[src/rtl/tt_prim_pipe_buf.sv]
// Elastic valid/ready pipeline buffer with DEPTH register stages. The outputs are driven through tt_prim_buf cells.
// Optional synchronous flush port is enabled with `define TT_PRIM_PIPE_BUF_FLUSH_EN.

module tt_prim_buf #(
  parameter int HIGH_DRIVE = 0
) (
  input  logic a,
  output logic z
);
  // Both variants are logically identical; the split lets a cell swap key off the block name.
  generate
    if (HIGH_DRIVE != 0) begin : g_high
      assign z = a;
    end else begin : g_low
      assign z = a;
    end
  endgenerate
endmodule

module tt_prim_pipe_buf #(
  parameter int WIDTH      = 8,
  parameter int DEPTH      = 2,
  parameter int HIGH_DRIVE = 0
) (
  input  logic                         clk,
  input  logic                         rst,
`ifdef TT_PRIM_PIPE_BUF_FLUSH_EN
  input  logic                         flush,
`endif
  input  logic [WIDTH-1:0]             in_data,
  input  logic                         in_valid,
  output logic                         in_ready,
  output logic [WIDTH-1:0]             out_data,
  output logic                         out_valid,
  input  logic                         out_ready,
  output logic [$clog2(DEPTH+1)-1:0]   occupancy
);

  localparam int OCC_W = $clog2(DEPTH + 1);

  logic                          flush_i;
  logic [DEPTH-1:0]              vld_q, vld_d, vld_src, rdy;
  logic [DEPTH-1:0][WIDTH-1:0]   dat_q, dat_d, dat_src;
  logic                          rdy_chain;
  logic [OCC_W-1:0]              occ_cnt;
  logic                          out_valid_raw;

`ifdef TT_PRIM_PIPE_BUF_FLUSH_EN
  assign flush_i = flush;
`else
  assign flush_i = 1'b0;
`endif

  // A stage can take new data if it is empty or its successor is moving, so bubbles collapse.
  always_comb begin
    rdy       = '0;
    rdy_chain = out_ready;
    for (int k = DEPTH - 1; k >= 0; k--) begin
      rdy_chain = ~vld_q[k] | rdy_chain;
      rdy[k]    = rdy_chain;
    end
  end

  always_comb begin
    vld_src    = '0;
    dat_src    = '0;
    vld_src[0] = in_valid;
    dat_src[0] = in_data;
    for (int k = 1; k < DEPTH; k++) begin
      vld_src[k] = vld_q[k-1];
      dat_src[k] = dat_q[k-1];
    end

    vld_d = vld_q;
    dat_d = dat_q;
    if (flush_i) begin
      vld_d = '0;
    end else begin
      for (int k = 0; k < DEPTH; k++) begin
        if (rdy[k]) begin
          vld_d[k] = vld_src[k];
          // Payload only moves with a valid word; a bubble leaves the old value in place.
          if (vld_src[k]) dat_d[k] = dat_src[k];
        end
      end
    end
  end

  always_ff @(posedge clk or posedge rst) begin
    if (rst) begin
      vld_q <= '0;
      dat_q <= '0;
    end else begin
      vld_q <= vld_d;
      dat_q <= dat_d;
    end
  end

  always_comb begin
    occ_cnt = '0;
    for (int k = 0; k < DEPTH; k++) begin
      occ_cnt = occ_cnt + OCC_W'(vld_q[k]);
    end
  end

  assign occupancy     = occ_cnt;
  assign in_ready      = rdy[0] & ~rst & ~flush_i;
  assign out_valid_raw = vld_q[DEPTH-1] & ~flush_i;

  tt_prim_buf #(.HIGH_DRIVE(HIGH_DRIVE)) u_buf_vld (
    .a (out_valid_raw),
    .z (out_valid)
  );

  generate
    for (genvar i = 0; i < WIDTH; i++) begin : g_out_buf
      tt_prim_buf #(.HIGH_DRIVE(HIGH_DRIVE)) u_buf_dat (
        .a (dat_q[DEPTH-1][i]),
        .z (out_data[i])
      );
    end
  endgenerate

endmodule

[config.mk]
export PLATFORM = sky130hd
export DESIGN_NAME = tt_prim_pipe_buf
export DESIGN_NICKNAME = d
export VERILOG_FILES = /design/src/rtl/tt_prim_pipe_buf.sv
export SDC_FILE = /design/constraint.sdc
export NUM_CORES = 1
export LEC_CHECK = 0
export BUFFER_PORTS_ARGS = -buffer_cell sky130_fd_sc_hd__buf_2
export CAP_MARGIN = 5
export CORE_AREA = 2 2 47 49
export CTS_CLUSTER_SIZE = 10
export DETAILED_ROUTE_END_ITERATION = 8
export DIE_AREA = 0 0 49 51
export SLEW_MARGIN = 0
export SYNTH_ARGS = -nofsm -noshare
export SYNTH_HDL_FRONTEND = slang
export SYNTH_SLANG_ARGS = --single-unit
[constraint.sdc]
create_clock -name clk -period 1.79 [get_ports clk]
set_input_delay 0.2685 -clock clk [delete_from_list [all_inputs] [get_ports clk]]
set_output_delay 0.2685 -clock clk [all_outputs]
set_load 0.01 [all_outputs]
* After elaboration in Yosys (flattened, before gate mapping)
Cells that the tools add are included. Widths: inputs -> output; s select.
Word-level totals: register bits after elaboration 18, word-level logic and storage cells 13, input bits 12, output and inout bits 12
Operators by class: bitwise gates (word level) 6, add/sub/neg operators 1, reductions and logical operators 2
Operators with widths (number):
- $reduce_and 2->1 | 2
- $not 1->1 | 3
- $add 1x1->2 | 1
- $or 1x1->1 | 2
- $and 1x1->1 | 1

* Logic depth before layout (Yosys ltp)
depth after elaboration 4, depth in mapped cells 3, mapped depth without buffers 3

* Cells and area by module
A second synthesis with hierarchy kept.
Unflattened totals: cell total of the unflattened synthesis 52, area total of the unflattened synthesis 770.7 um^2
Modules (own cells, without submodules):
- tt_prim_pipe_buf | instances 1, cells each 43, area an instance 703.2 um^2, sequential area each 450.4 um^2
- tt_prim_buf | instances 9, cells each 1, area an instance 7.5 um^2, sequential area each 0.0 um^2

* Worst setup path after synthesis
No wires, ideal clock.
kind input to output, from in rst, to out in_ready, data required time 1521 ps, buffers on the path 0, cell stages on the path 2, slack 606 ps, arrival time 916 ps, cell sequence inv_1 > and2_1
On the way: word-level cells in the longest chain between the ends 2
Ends and longest elaborated chain:
- from (decl) | line 26 | input logic rst,
- $not 1->1 | line 107 | assign in_ready = rdy[0] & ~rst & ~flush_i;
- $and 1x1->1 | line 107
- to (decl) | line 32 | output logic in_ready,
No other way between the ends.

* Final worst setup path
from reg vld_q[0], to out in_ready
On the way: word-level cells in the longest chain between the ends 3
Ends and longest elaborated chain:
- from (decl) | line 42 | logic [DEPTH-1:0] vld_q, vld_d, vld_src, rdy;
- from (signal assigned) | line 94 | vld_q <= vld_d;
- $not 1->1 | line 59 | rdy_chain = ~vld_q[k] | rdy_chain;
- $or 1x1->1 | line 59
- $and 1x1->1 | line 107
No other way between the ends.

==> metrics.md <==
| Metric | Value |
|---|---|
| Outcome | completed |
| Measured slew at the worst slew-check pin | 0.222 ns |
| Met1 wire length | 467 um |
| Final period util | 0.784 |
| CP cell instances | nand3b_2 > and2_1 > buf_2 |
| Max Fclk | 712 MHz |
| Clock Tree Buf Depth | 2 |
| Yosys cell types | 10 |
| Final count of pins violating max slew | 0 |
| Crit. End Element | output pin |
| Via Count | 433 |
| Util after Layout | 0.427 |
| Global-route wire length before repair | 1870 um |
| DR WL/cell | 10.8 um |
| Yosys reg bits | 18 |
| Antenna Cells | 0 |
| 1st-iter DRT viols | 1 |
| Clock root buffer | clkbuf_4 |
| Post-Syn Area | 761 um^2 |
| DR vias/cell | 4.42 |
| Die Ht | 51 um |
| Port buffer count | 23 |
| Max-Cap Viols | 0 |
| H-tree depth | 1 |
| Bufs and invs on worst path | 1 |
| Relative slew slack | 0.852 |
| Layout cells sized above 1 | 0.657 |
| Unrepaired setup endpoints after global routing | no |
| Initial antenna violation count | 0 |
| Clock sinks | 18 |
| Vias in the first global route | 438 |
| Post-CTS resize count | 0 |
| Initial core utilization | 0.369 |
| YS warnings | 0 |
| TritonCTS Buffers | 3 |
| Syn_area_per_cell | 14.9 um^2 |
| Largest net degree at the start of global routing | 19 |
| Top Layer Used | met4 |
| DRT Pass-1 Iters | 2 |
| Die area | 2500 um^2 |
| Worst Path Arrival | 1.14 ns |
| Critical path launch point type | register |
| Total Routed Length | 1060 um |
| Clock transition at path regs | 0.09 ns |
| Crit path time final | 1.40 ns |
| Setup CP Type | reg -> out |
| Crit path max fanout | 4 |
| Hold-fix buffers, CTS | 0 |
| Grt ovf | 0 |
| Die width | 49 um |
| Leak | 0.421 nW |
| GRT Overall Usage | 0.0987 |
| CTS tree | built |
| WHS | 0.00864 ns |
| Routability cong. | 0.590 |
| Post-Route Setup TNS | 0 ns |
| I/O pins | 24 |
| Row Count | 17 |
| DR WL met3 | 60 um |
| Worst Skew | 0.00270 ns |
| Clk_lat worst skew | 0.28 ns |
| Detail Route Antenna Nets | 0 |
| Count of final hold-check violations | 0 |
| Power per standard cell area | 1040 nW/um^2 |
| Synth-to-layout area growth | 15.8% |
| Hold Path Class | in -> async |
| Critical Path Max Stage Delay | 0.42 ns |
| Most common cell after layout, fill and taps aside | buf_2 |
| Residual DRC | 0 |
| Postcts setup bufs | 0 |
| Max IR drop VDD | 544 uV |
| Worst path slowest cell | dfrtp_1 |
| Crit path max-delay family | flip-flops |
| Std-Cell Core Area | 2060 um^2 |
| Commonest non-fill, non-tap cells in the layout | buf_2 (23), dfrtp_1 (18), mux2_2 (16) |
| Mapped Cells | 51 |
| Wire length on met2 | 527 um |
| Setup Viol. Count Final | 0 |
| Crit path required time | 1.52 ns |
| Post-synth net total | 64 |
| Register area share after synthesis | 0.592 |
| Final net count | 85 |
stage by stage:
step	worst slack (ns)	instance area [um^2]	cells	power, mW
3_5_place_dp	0.540	858	95	0.747
6_report	0.386	881	98	0.913
4_1_cts	0.360	881	98	0.934
3_3_place_gp	0.565	858	95	0.741
5_1_grt	0.290	881	98	0.980
2_1_floorplan	0.606	761	51	0.723
report_power, final:
part | switching, mW | internal (mW) | total (mW)
Combinational | 0.0932 | 0.118 | 0.211
Clock | 0.104 | 0.0779 | 0.182
Sequential | 0.0359 | 0.484 | 0.520
flip-flops by register name (all words and copies together) (netlist names):
name / count
dat_q: 16
vld_q: 2
final timing paths:
| kind | cells past startpoint | to | startpoint | slack [ns] |
|---|---|---|---|---|
| setup / recovery | 3 | in_ready | vld_q[0] | 0.39 |
| hold / removal | 3 | dat_q[0] | rst | 0.009 |
| setup reg to reg | 3 | dat_q[14] | vld_q[1] | 0.61 |
| hold reg to reg | 1 | dat_q[1] | dat_q[1] | 0.50 |
| max in group asynchronous | 3 | dat_q[7] | rst | 1.60 |
| min in group clk | 2 | dat_q[1] | in_data[1] | 0.21 |
final cells by class:
type	instances	area (um^2)
sequential	18	450
inverter	1	3.75
timing repair buffer	24	123
tap	28	35.0
multi-input combinational	24	246
clock buffer	3	22.5
fill	212	1180
cell families (layout without fill, tap and decap cells):
logic type	after synthesis	in the layout	share of synthesized area
buf+inv	9	28	0.0839
mux	16	16	0.237
simple gates	7	7	0.0707
flops	18	18	0.592
fa+ha+maj	1	1	0.0164
worst reg2reg max path, stage by stage (launching register included):
cell      delay (ns)
dfrtp_1         0.41
nand2b_1        0.11
nand2_2         0.19
mux2_2          0.36
Yosys cell counts, drive strengths merged:
| library cell | n | area, um^2 |
|---|---|---|
| inv | 1 | 3.75 |
| nand3b | 1 | 11.3 |
| ha | 1 | 12.5 |
| buf | 8 | 60.1 |
| mux2 | 16 | 180 |
| dfrtp | 18 | 450 |
| nand2 | 2 | 17.5 |
| nand2b | 3 | 18.8 |
| and2 | 1 | 6.26 |
metal layers:
metal | global-route usage | vias to the layer above
met5 | 0 | -
li1 | - | 204
met4 | 0.0571 | 0
met2 | 0.162 | 14
met3 | 0.0175 | 2
met1 | 0.123 | 213
Note: power is estimated with default switching activity, not from simulation.
